==> src/rtl/calib_sweep_ctrl_if.sv <==
// Bundle of calibration control, ADC input and servo step signals.
// master: the environment (starts calibration, supplies ADC samples).
// slave: the calibration controller.
interface calib_sweep_ctrl_if #(
  parameter int unsigned AdcW = 8,
  parameter int unsigned CntW = 4
);
  logic            start;
  logic            adc_valid;
  logic [AdcW-1:0] adc_data;
  logic            step_cw_h;
  logic            step_ccw_h;
  logic            step_cw_v;
  logic            step_ccw_v;
  logic            busy;
  logic            done;
  logic [AdcW-1:0] max_h;
  logic [AdcW-1:0] max_v;
  logic [CntW-1:0] back_cnt;

  modport master (
    output start, adc_valid, adc_data,
    input  step_cw_h, step_ccw_h, step_cw_v, step_ccw_v, busy, done, max_h, max_v, back_cnt
  );

  modport slave (
    input  start, adc_valid, adc_data,
    output step_cw_h, step_ccw_h, step_cw_v, step_ccw_v, busy, done, max_h, max_v, back_cnt
  );
endinterface

==> src/rtl/calib_sweep_ctrl.sv <==
// Tracker calibration sequencer: sweeps the H servo then the V servo, tracks the
// peak ADC sample and the steps taken since it, then steps each servo back to its
// peak. All outputs come straight from registers.
module calib_sweep_ctrl #(
  parameter int unsigned SweepSteps = 8,
  parameter int unsigned CntW       = 4,
  parameter int unsigned AdcW       = 8,
  parameter int unsigned StepDiv    = 2
) (
  input logic               clk,
  input logic               reset,
  calib_sweep_ctrl_if.slave bus
);

  localparam int unsigned SetW = (StepDiv > 1) ? $clog2(StepDiv) : 1;
  localparam logic [CntW-1:0] LastIdx = CntW'(SweepSteps - 1);
  localparam logic [SetW-1:0] SetLast = SetW'(StepDiv - 1);

  typedef enum logic [3:0] {
    StIdle,
    StHSample,
    StHSettle,
    StHReturn,
    StHRwait,
    StVSample,
    StVSettle,
    StVReturn,
    StVRwait,
    StFin
  } state_e;

  state_e          state_q, state_d;
  logic [CntW-1:0] step_idx_q, step_idx_d;
  logic [SetW-1:0] settle_q, settle_d;
  logic [AdcW-1:0] peak_q, peak_d;
  logic [CntW-1:0] back_q, back_d;
  logic [AdcW-1:0] max_h_q, max_h_d;
  logic [AdcW-1:0] max_v_q, max_v_d;
  logic            cw_h_q, cw_h_d;
  logic            ccw_h_q, ccw_h_d;
  logic            cw_v_q, cw_v_d;
  logic            ccw_v_q, ccw_v_d;
  logic            busy_q, busy_d;
  logic            done_q, done_d;

  // Axis currently being swept; lets H and V share one set of case arms.
  logic is_v;
  assign is_v = state_q inside {StVSample, StVSettle, StVReturn, StVRwait};

  // Next-state and registered-output logic.
  always_comb begin
    state_d    = state_q;
    step_idx_d = step_idx_q;
    settle_d   = settle_q;
    peak_d     = peak_q;
    back_d     = back_q;
    max_h_d    = max_h_q;
    max_v_d    = max_v_q;
    cw_h_d     = 1'b0;
    ccw_h_d    = 1'b0;
    cw_v_d     = 1'b0;
    ccw_v_d    = 1'b0;
    done_d     = 1'b0;

    case (state_q)
      StIdle: begin
        if (bus.start) begin
          state_d    = StHSample;
          step_idx_d = '0;
          back_d     = '0;
        end
      end

      StHSample, StVSample: begin
        if (bus.adc_valid) begin
          // Strict compare keeps the earliest position on ties.
          if (step_idx_q == '0 || bus.adc_data > peak_q) begin
            peak_d = bus.adc_data;
            back_d = '0;
          end else if (back_q != {CntW{1'b1}}) begin
            back_d = back_q + 1'b1;
          end
          if (step_idx_q == LastIdx) begin
            state_d = is_v ? StVReturn : StHReturn;
          end else begin
            cw_h_d     = ~is_v;
            cw_v_d     = is_v;
            step_idx_d = step_idx_q + 1'b1;
            settle_d   = '0;
            state_d    = is_v ? StVSettle : StHSettle;
          end
        end
      end

      StHSettle, StVSettle: begin
        if (settle_q == SetLast) begin
          settle_d = '0;
          state_d  = is_v ? StVSample : StHSample;
        end else begin
          settle_d = settle_q + 1'b1;
        end
      end

      StHReturn, StVReturn: begin
        if (back_q == '0) begin
          if (is_v) begin
            max_v_d = peak_q;
            done_d  = 1'b1;
            state_d = StFin;
          end else begin
            max_h_d    = peak_q;
            step_idx_d = '0;
            state_d    = StVSample;
          end
        end else begin
          ccw_h_d  = ~is_v;
          ccw_v_d  = is_v;
          back_d   = back_q - 1'b1;
          settle_d = '0;
          state_d  = is_v ? StVRwait : StHRwait;
        end
      end

      StHRwait, StVRwait: begin
        if (settle_q == SetLast) begin
          settle_d = '0;
          state_d  = is_v ? StVReturn : StHReturn;
        end else begin
          settle_d = settle_q + 1'b1;
        end
      end

      StFin: begin
        state_d = StIdle;
      end

      default: begin
        state_d = StIdle;
      end
    endcase

    busy_d = (state_d != StIdle);
  end

  // State and output registers with synchronous reset.
  always_ff @(posedge clk) begin
    if (reset) begin
      state_q    <= StIdle;
      step_idx_q <= '0;
      settle_q   <= '0;
      peak_q     <= '0;
      back_q     <= '0;
      max_h_q    <= '0;
      max_v_q    <= '0;
      cw_h_q     <= 1'b0;
      ccw_h_q    <= 1'b0;
      cw_v_q     <= 1'b0;
      ccw_v_q    <= 1'b0;
      busy_q     <= 1'b0;
      done_q     <= 1'b0;
    end else begin
      state_q    <= state_d;
      step_idx_q <= step_idx_d;
      settle_q   <= settle_d;
      peak_q     <= peak_d;
      back_q     <= back_d;
      max_h_q    <= max_h_d;
      max_v_q    <= max_v_d;
      cw_h_q     <= cw_h_d;
      ccw_h_q    <= ccw_h_d;
      cw_v_q     <= cw_v_d;
      ccw_v_q    <= ccw_v_d;
      busy_q     <= busy_d;
      done_q     <= done_d;
    end
  end

  assign bus.step_cw_h  = cw_h_q;
  assign bus.step_ccw_h = ccw_h_q;
  assign bus.step_cw_v  = cw_v_q;
  assign bus.step_ccw_v = ccw_v_q;
  assign bus.busy       = busy_q;
  assign bus.done       = done_q;
  assign bus.max_h      = max_h_q;
  assign bus.max_v      = max_v_q;
  assign bus.back_cnt   = back_q;

endmodule

==> src/flat_wrapper.sv <==
// flat-port wrapper written by rule: the top's interface ports become plain ports
module calib_sweep_ctrl_flat 
#(
  parameter int unsigned SweepSteps = 8,
  parameter int unsigned CntW       = 4,
  parameter int unsigned AdcW       = 8,
  parameter int unsigned StepDiv    = 2
)
  (clk, reset, bus_start, bus_adc_valid, bus_adc_data, bus_step_cw_h, bus_step_ccw_h, bus_step_cw_v, bus_step_ccw_v, bus_busy, bus_done, bus_max_h, bus_max_v, bus_back_cnt);
  calib_sweep_ctrl_if #(.AdcW(AdcW), .CntW(CntW)) bus_i ();
  input logic clk;
  input logic reset;
  input wire logic [$bits(bus_i.start)-1:0] bus_start;
  input wire logic [$bits(bus_i.adc_valid)-1:0] bus_adc_valid;
  input wire logic [$bits(bus_i.adc_data)-1:0] bus_adc_data;
  output wire logic [$bits(bus_i.step_cw_h)-1:0] bus_step_cw_h;
  output wire logic [$bits(bus_i.step_ccw_h)-1:0] bus_step_ccw_h;
  output wire logic [$bits(bus_i.step_cw_v)-1:0] bus_step_cw_v;
  output wire logic [$bits(bus_i.step_ccw_v)-1:0] bus_step_ccw_v;
  output wire logic [$bits(bus_i.busy)-1:0] bus_busy;
  output wire logic [$bits(bus_i.done)-1:0] bus_done;
  output wire logic [$bits(bus_i.max_h)-1:0] bus_max_h;
  output wire logic [$bits(bus_i.max_v)-1:0] bus_max_v;
  output wire logic [$bits(bus_i.back_cnt)-1:0] bus_back_cnt;
  assign bus_i.start = bus_start;
  assign bus_i.adc_valid = bus_adc_valid;
  assign bus_i.adc_data = bus_adc_data;
  assign bus_step_cw_h = bus_i.step_cw_h;
  assign bus_step_ccw_h = bus_i.step_ccw_h;
  assign bus_step_cw_v = bus_i.step_cw_v;
  assign bus_step_ccw_v = bus_i.step_ccw_v;
  assign bus_busy = bus_i.busy;
  assign bus_done = bus_i.done;
  assign bus_max_h = bus_i.max_h;
  assign bus_max_v = bus_i.max_v;
  assign bus_back_cnt = bus_i.back_cnt;
  calib_sweep_ctrl #(.SweepSteps(SweepSteps), .CntW(CntW), .AdcW(AdcW), .StepDiv(StepDiv)) u_core (.clk(clk), .reset(reset), .bus(bus_i));
endmodule
==> config.mk <==
export PLATFORM = sky130hd
export DESIGN_NAME = calib_sweep_ctrl_flat
export DESIGN_NICKNAME = d
export VERILOG_FILES = /design/src/rtl/calib_sweep_ctrl_if.sv /design/src/rtl/calib_sweep_ctrl.sv /design/src/flat_wrapper.sv
export SDC_FILE = /design/constraint.sdc
export NUM_CORES = 1
export LEC_CHECK = 0
export CAP_MARGIN = 30
export CORE_MARGIN = 1
export CORE_UTILIZATION = 25
export CTS_CLUSTER_SIZE = 25
export DETAILED_ROUTE_END_ITERATION = 6
export GPL_ROUTABILITY_DRIVEN = 0
export HOLD_SLACK_MARGIN = 0.08
export PLACE_DENSITY = 0.45
export REMOVE_ABC_BUFFERS = 1
export SYNTH_ARGS = -nofsm -noshare
export SYNTH_HDL_FRONTEND = slang
export SYNTH_SLANG_ARGS = --single-unit
==> constraint.sdc <==
create_clock -name clk -period 1.85 [get_ports clk]
set_input_delay 0.2775 -clock clk [delete_from_list [all_inputs] [get_ports clk]]
set_output_delay 0.2775 -clock clk [all_outputs]
set_load 0.03 [all_outputs]
* Word-level counts from Yosys, hierarchy flattened *
Cells that the tools add are included.

word-level totals
  logic and storage cells = 91
  output and inout port bits = 26
  memory bits (writable) = 0
  input bits = 12
  memories = 0
  memory bits (read-only) = 0
  bits in latches = 0
  bits in registers = 43

cells by class
  multiplexer cells = 29
  div/mod/pow operators = 0
  equality and inequality tests = 17
  reductions and logical operators = 22
  $add $sub $neg = 4
  shifts and indexed selects = 0
  bitwise logic cells = 5
  order comparisons = 1
  $mul = 0

operator list
  operator               count
  $mux W4                17
  $pmux W4 S3            2
  $eq A4 B3 Y1 const B   5
  $pmux W4 S5            1
  $logic_not A4 Y1       3
  $ne A2 B2 Y1 const B   5
  $mux W3                3
  $reduce_and A3 Y1      3
  $add A4 B1 Y4 const B  2
  $eq A4 B2 Y1 const B   2
  $gt A8 B8 Y1           1
  $reduce_bool A4 Y1     2
  $reduce_or A2 Y1       4
  $reduce_or A4 Y1       2
  $reduce_and A6 Y1      1
  $reduce_bool A3 Y1     2
  $reduce_or A3 Y1       2
  $mux W1                5
  $not A1 Y1             5
  $reduce_and A5 Y1      1
  $eq A4 B1 Y1 const B   1
  $eq A4 B4 Y1 const B   1
  $ne A4 B4 Y1 const B   1
  $reduce_and A4 Y1      1
  other kinds (6)        6

* Depth between registers and ports, before layout *
Gate-level depths: netlist of run 1.

  word-level depth = 7
  mapped depth = 10
  depth with buffers taken out = 8

* Worst setup path after synthesis of run 1 *
No wires, ideal clock.

  path kind = flip-flop to flip-flop
  from = reg u_core.back_q[0], in the netlist u_core.bus.back_cnt[0]
  to = reg u_core.busy_q, in the netlist u_core.bus.busy
  clock period less this slack = 2229 ps
  setup time = 134 ps
  data arrival time = 2095 ps
  data required time = 1716 ps
  path slack = -379 ps
  buffers on the path = 1
  stages on the path, launching flop included = 10
  cell sequence = dfxtp_1 -> inv_1 -> ha_1 -> or3b_4 -> buf_6 -> nand2_1 -> a32oi_1 -> a21o_1 -> a21oi_1 -> or4_1

on the way
  word-level cells in the longest chain between the ends = 4

RTL lines
  item                      RTL line                 text
  start: declaration        calib_sweep_ctrl.sv:36   logic [CntW-1:0] back_q, back_d;
  start signal: assignment  calib_sweep_ctrl.sv:166  back_q <= back_d;
  $logic_not A4 Y1          calib_sweep_ctrl.sv:105  if (back_q == '0) begin
  $mux W4                   calib_sweep_ctrl.sv:105
  $pmux W4 S5               calib_sweep_ctrl.sv:65   case (state_q)
  $reduce_bool A4 Y1        calib_sweep_ctrl.sv:142  busy_d = (state_d != StIdle);
  end signal: assignment    calib_sweep_ctrl.sv:173  busy_q <= busy_d;
  end: declaration          calib_sweep_ctrl.sv:43   logic busy_q, busy_d;

No other way between the ends.
A chain may end at the register's enable or synchronous reset.

* Worst setup path after layout of run 1 *
  from = reg u_core.peak_q[5]
  to = reg u_core.peak_q[2]

on the way
  word-level cells in the longest chain between the ends = 3

RTL lines
  item                         RTL line                 text
  start: declaration           calib_sweep_ctrl.sv:35   logic [AdcW-1:0] peak_q, peak_d;
  start signal: assignment     calib_sweep_ctrl.sv:165  peak_q <= peak_d;
  $gt A8 B8 Y1                 calib_sweep_ctrl.sv:77   if (step_idx_q == '0 || bus.adc_data > peak_q) begin
  $logic_or A1 B1 Y1           calib_sweep_ctrl.sv:77
  $reduce_and A3 Y1 (no line)  n/a

No other way between the ends.

==> results.md, run 1 <==
* Final worst-path cycle share at 105%
* Area Growth Syn to Fin at 57.1%
* Critical path origin: u_core.peak_q[5]
* Reg2reg path depth at 9
* Worst relative slew slack at 76.4%
* Largest net degree at the start of global routing at 21
* FFs w/ async S/R, synth at 0%
* Clk pwr share at 33.7%
* # port buffers at 37
* Number of global-route vias before repair at 2221
* Failing checks: setup timing
* Minimum clock period at 1.94 ns
* CP Max Fanout at 8
* CTS tree: yes
* Arr. time, crit path at 2.12 ns
* Sequential Power Share at 44.3%
* Clk_lat worst skew at 0.29 ns
* Register-to-Register Setup Slack at -0.09 ns
* Ratio of cells with drive above 1 in the final layout at 38.7%
* Ant. Diodes at 0
* Total chip power at 0.00218 W
* CP endpoint: u_core.peak_q[2]
* Switching portion of total power at 27.5%
* Final HPWL DP at 4310 um
* Final wirelength at 6110 um
* Startpoint Class: flop
* Hold Vio Cnt, Final at 0
* Switching power at 0.000598 W
* Lkg Pwr at 1.38 nW
* Hold/Removal Path Class: input port to flop
* Final WS setup at -0.0872 ns
* Max Fclk at 516 MHz
* Post-route antenna net violation count at 0
* Post-synthesis register bit count at 43
* Via count at 2143
* Post-synth EDFFs at 0
* Initial Utilization at 26.0%
* Setup violations, final at 22
* Unrepaired setup endpoints after global routing: yes
* First-pass GRT wire length at 10500 um
* Comb pwr share at 22.0%
* # IOs at 38
* Vias per Instance at 4.69
* Maxcap violations at 0
* Rows at 34
* Nets at 374
* Setup TNS at -0.994 ns
* Die Y-Extent at 97.5 um
* FF-to-FF End: u_core.peak_q[2]
* CP required at 2.04 ns
* Slew Viols, Final at 0
* Endpoint class of the critical path: flop
* Initial DRC Count at 92
* Core Area at 8760 um^2
* Cells after Synth at 258
* Final setup skew at 0.00519 ns
* Seq/Total Area, Yosys at 37.8%
* CTS max path bufs at 2
* Worst-Margin Slew at 0.353 ns
* Chip Width at 97.5 um
* CTS root buf: clkbuf_8
* Worst VDD drop at 0.270 mV
* H-tree levels at 2
* Netlist cell types at 55
* Hold buffer count at CTS at 0
* Die area at 9500 um^2
* Hold WS at 0.372 ns
* Syn_area_per_cell at 8.83 um^2
* Clock-pin transition on the worst setup and hold timing paths at 0.09 ns
* Int Pwr at 0.00158 W
* Status: finished, violations left
* Avg WL per Cell at 13.4 um
* Initial antenna violation count at 0
* Pwr/cell area at 608 nW/um^2
* Number of buffers created by CTS at 5
* Clock sink total at 43
* Synth Warn # at 0
* All-Layer GR Usage at 13.5%
* Grt ovf at 0
* Worst reg2reg path startpoint: u_core.peak_q[5]
* Drt drc at 0
* Drt first pass iters at 4
* Post-Syn Area at 2280 um^2
* Post-synth top flop: dfxtp_1
* CP Class: flop to flop
## layout by cell type (no fill, tap or decap), types with 4 or more instances in the layout
master and instances:
nand2b_1 4, dlygate4sd2_1 8, nor2_1 39, inv_1 5, nor2_4 5, mux2i_1 18
inv_2 8, dfxtp_1 35, a21oi_1 10, clkbuf_8 5, ha_4 8, ha_1 5
buf_6 4, nand2_1 11, a31oi_1 4, dfxtp_2 8, buf_4 53, nand3_1 7
a21oi_2 10, nor2_2 4, clkdlybuf4s50_1 29
## worst min path at each step
| stage | depth (start not counted) | slack (ns) | from | endpoint |
|---|---|---|---|---|
| floorplan | 1 | 0.34 | reset | u_core.bus.max_h[5] |
| global placement | 2 | 0.48 | u_core.bus.max_h[1] | u_core.bus.max_h[1] |
| detailed placement | 2 | 0.48 | u_core.bus.max_h[3] | u_core.bus.max_h[3] |
| CTS | 3 | 0.37 | bus_adc_data[0] | u_core.peak_q[0] |
| global route | 3 | 0.38 | bus_adc_data[0] | u_core.peak_q[0] |
| finish | 3 | 0.37 | bus_adc_data[0] | u_core.peak_q[0] |
## state kept, by name, indices dropped and copies added, names as in the netlist
register,count
u_core.peak_q,8
u_core.bus.step_ccw_h,1
u_core.bus.done,1
u_core.step_idx_q,4
u_core.bus.busy,1
u_core.bus.back_cnt,4
u_core.bus.step_cw_v,1
u_core.state_q,4
u_core.settle_q,1
u_core.bus.max_h,8
u_core.bus.step_ccw_v,1
u_core.bus.step_cw_h,1
u_core.bus.max_v,8
## power groups by stage
stage / Clock, W / Combinational (W) / Sequential (W)
after floorplan: 0 / 0.000165 / 0.00100
after global placement: 0 / 0.000383 / 0.000984
after detailed placement: 0 / 0.000381 / 0.000983
after CTS: 0.000767 / 0.000446 / 0.000964
after global routing: 0.000797 / 0.000526 / 0.000968
final: 0.000733 / 0.000479 / 0.000964
## metrics by stage
stage	util [%]	setup slack (ns)	instances	cell area, um^2
after floorplan	-	-0.337	244	2190
after global placement	35.5	-0.567	441	3110
after detailed placement	35.5	-0.562	441	3110
after CTS	39.4	-0.0949	454	3460
after global routing	40.8	-0.181	457	3580
final	40.8	-0.0872	457	3580
## worst max-delay path, stage by stage, from the launching register on
cell and delay, ns:
dfxtp_2 0.34, inv_2 0.05, ha_4 0.26, nand4_1 0.16, nor2_4 0.21, a21oi_4 0.07
o311ai_4 0.30, buf_12 0.18, mux2i_1 0.19, nor2_1 0.06
## cell usage after synthesis (2+ instances only)
library cell   n  area share (%)
o22ai_1        2            0.55
nand3b_1       3            0.99
nor4b_1        2            0.77
nor2_1        42             6.9
a21o_1         2            0.66
nand3_1        9             2.0
and3_2         2            0.66
nand2_1       12             2.0
or4_1          2            0.66
clkbuf_1       8             1.3
xor2_1         3             1.2
nand2b_1       4             1.1
and2_1         2            0.55
a31oi_1        5             1.4
buf_6          3             1.5
ha_1          13             7.1
mux2i_1       18             7.9
a21oi_2        4             1.5
o21ai_0        4            0.88
nor2_4         3             1.5
a21oi_1       17             3.7
nor3_1         4            0.88
nor2_2         3            0.82
a211oi_1       2            0.66
nor2b_1        3            0.82
nand4_1        2            0.55
dfxtp_1       43              38
inv_1         13             2.1
nor4_1         2            0.55
## layout make-up
cell class,instances,area [um^2]
clock buffer,5,68.8
sequential,43,871
tap,108,135
inverter,13,48.8
multi-input combinational,189,1560
clock inverter,2,37.5
timing repair buffer,97,858
fill,899,5180
## routing by layer
| layer | routed length (um) | up-vias | GRT usage (%) |
|---|---|---|---|
| met5 | 0 | - | 0 |
| met4 | 30 | 0 | 2.49 |
| met3 | 249 | 4 | 3.09 |
| met2 | 3000 | 40 | 23.1 |
| met1 | 2830 | 1013 | 17.3 |
| li1 | - | 1086 | - |
## cell families after synthesis
group | Yosys count | share of synthesized area (%)
compound gates | 49 | 15.0
buf+inv | 27 | 6.21
mux | 18 | 7.91
fa+ha+maj | 13 | 7.14
xor+xnor | 4 | 1.54
simple gates | 104 | 24.4
flops | 43 | 37.8
## what timing repair did
item / 4_1_cts / 5_1_grt
gates resized for setup: 56 / 19
setup buffers: 7 / 4
pin swaps: 20 / 20
cloned: 1 / 0
setup endpoints to repair: 21 / 23
(Power assumes the default switching activity.)
==> run 2, diff against run 1 <==
- CORE_UTILIZATION: 25 -> 56
- DONT_BUFFER_PORTS: default -> 1
- PLACE_DENSITY: 0.45 -> 0.74
==> run 2 against run 1 <==
Effect of this change: the flow still finishes with violations (setup timing); final area fell by 17%; non-clock buffer count is 52 lower; core utilization grew 38 points; count of clock-buffer cells in the layout is the same; worst hold slack got worse by 0.34 ns; cell count fell by 24%; sequential power increased by 1%; first-iteration DRC count up 7.6%; maximum frequency is 6.7% lower; global-route usage up 13 points; critical path depth did not move; clock skew increased by 0.0093 ns; critical path type unchanged; critical endpoint is now u_core.peak_q[4].
==> results.md, run 2 (synthesis results as in run 1) <==
* Status: finished, violations left
* Failing checks: setup timing
* Worst reg2reg path startpoint: u_core.peak_q[3]
* Unrepaired setup endpoints after global routing: yes
* Hold buffer count at CTS at 3 (+3)
* CTS max path bufs at 2 (unchanged)
* # IOs at 38 (unchanged)
* Chip Width at 65.8 um (-33%)
* GR peak layer: met2
* Drt drc at 0 (unchanged)
* Maxcap violations at 0 (unchanged)
* Minimum clock period at 2.08 ns (+0.139 ns)
* Nets at 322 (-14%)
* Avg WL per Cell at 16.8 um (+26%)
* H-tree levels at 2 (unchanged)
* Clk_lat worst skew at 0.30 ns (about the same)
* Met2 Usage GRT at 43.8% (+21 points)
* Final worst-path cycle share at 112% (+7.5 points)
* CP required at 2.04 ns (about the same)
* CTS tree: yes
* Number of global-route vias before repair at 1947 (-12%)
* Initial DRC Count at 99 (+7.6%)
* All-Layer GR Usage at 26.2% (+13 points)
* Hold Vio Cnt, Final at 0 (unchanged)
* Max Fclk at 482 MHz (-6.7%)
* # port buffers at 0 (-100%)
* Core Area at 3770 um^2 (-57%)
* Area Growth Syn to Fin at 30.3%
* Met3 GRT Util at 7.07% (+4.0 points)
* First-pass GRT wire length at 8650 um (-18%)
* Final WS setup at -0.226 ns (-0.139 ns)
* HP Start: reset
* Number of buffers created by CTS at 5 (unchanged)
* Clock-pin transition on the worst setup and hold timing paths at 0.09 ns (about the same)
* Pwr/cell area at 703 nW/um^2 (+16%)
* Final setup skew at 0.0145 ns (+0.00926 ns)
* Initial antenna violation count at 0 (unchanged)
* Grt ovf at 0 (unchanged)
* Post-route antenna net violation count at 0 (unchanged)
* Clock sink total at 43 (unchanged)
* Die Y-Extent at 65.8 um (-33%)
* Worst VDD drop at 0.402 mV (+49%)
* Placed inst area at 2570 um^2 (-17%)
* Lkg Pwr at 1.18 nW (-15%)
* CTS root buf: clkbuf_8
* Slew Viols, Final at 0 (unchanged)
* Ratio of cells with drive above 1 in the final layout at 37.2% (-1.4 points)
* Final HPWL DP at 3560 um (-17%)
* Arr. time, crit path at 2.27 ns (+0.15 ns)
* CP Class: flop to flop
* Design area at 2970 um^2 (-17%)
* Vias per Instance at 5.91 (+26%)
* Worst relative slew slack at 66.4% (-10 points)
* Fin util at 78.7% (+38 points)
* Startpoint Class: flop
* Final wirelength at 5810 um (-5.0%)
* Total chip power at 0.00209 W (-4.0%)
* Met1 GRT Util at 31.6% (+14 points)
* Most frequent cells in the layout: nor2_1, buf_4, dfxtp_1
* Drt first pass iters at 4 (unchanged)
* Via count at 2045 (-4.6%)
* Critical path origin: u_core.peak_q[3]
* Setup violations, final at 13 (-41%)
* CP Max Fanout at 8 (unchanged)
* Initial Utilization at 60.4% (+34 points)
* Hold/Removal Path Class: input port to flop
* Fillers at 237 (-74%)
* Worst-Margin Slew at 0.502 ns (+0.150 ns)
* Largest net degree at the start of global routing at 44 (+110%)
* Rows at 22 (-35%)
* Endpoint class of the critical path: flop
* Die area at 4330 um^2 (-54%)
* Ant. Diodes at 0 (unchanged)
## run 2: cell types whose count changed in the layout (fill, tap and decap cells not counted), sizes merged
cell and change:
buf -18, clkdlybuf4s50 -29, clkinv +2, clkinvlp -1
dlygate4sd2 -8, dlygate4sd3 +3
## run 2: what timing repair did
action	in CTS	in global routing
resized for setup	29	22
buffers inserted	1	3
hold endpoints to repair	37	34
gates cloned	0	1
pin swaps	12	11
endpoints found under the setup margin	14	29
## run 2: metal layers
layer	wire length [um]	vias to the layer above
li1	-	980
met1	2480	986
met2	2930	67
met3	307	12
met4	95	0
met5	0	-
## run 2: power by group
part           internal, W  switching (W)  total (W)
logic             0.000172       0.000197   0.000369
clock network     0.000402       0.000342   0.000744
registers         0.000948      0.0000269   0.000975
total              0.00152       0.000566    0.00209
## run 2: metrics by stage
stage	instances	hold slack, ns	setup WS (ns)	setup TNS (ns)
after global routing	346	0.0156	-0.317	-3.48
after CTS	343	0.0204	-0.151	-0.988
after floorplan	244	0.344	-0.337	-2.36
after global placement	332	0.351	-0.143	-1.41
final	346	0.0320	-0.226	-2.30
after detailed placement	332	0.351	-0.250	-2.39
## run 2: final cells by class
cell class	count	area (um^2)	share of cell area, %
clock buffers	5	68.8	2.32
well taps	48	60.1	2.02
inverters	13	48.8	1.64
multi-input cells	189	1500	50.5
clock inverters	3	43.8	1.47
repair buffers	45	374	12.6
flip-flops and latches	43	873	29.4
## run 2: final timing paths
kind	endpoint	slack (ns)	cells past startpoint
min reg2reg	u_core.step_idx_q[3]	0.52	2
min	u_core.peak_q[2]	0.03	1
max	u_core.peak_q[4]	-0.23	9
max reg2reg	u_core.peak_q[4]	-0.23	9
## run 2: critical path: stages, from the launching register on
cell	delay, ns
dfxtp_2	0.35
inv_1	0.08
ha_4	0.28
nand4_1	0.16
nor2_4	0.21
a21oi_4	0.08
o311ai_4	0.35
buf_12	0.18
mux2i_1	0.21
nor2_1	0.06
==> run 3, diff against run 2 <==
- SLEW_MARGIN: default -> 20
==> results of run 3 <==
The final DEF is identical to that of run 2; final timing and power are the same.
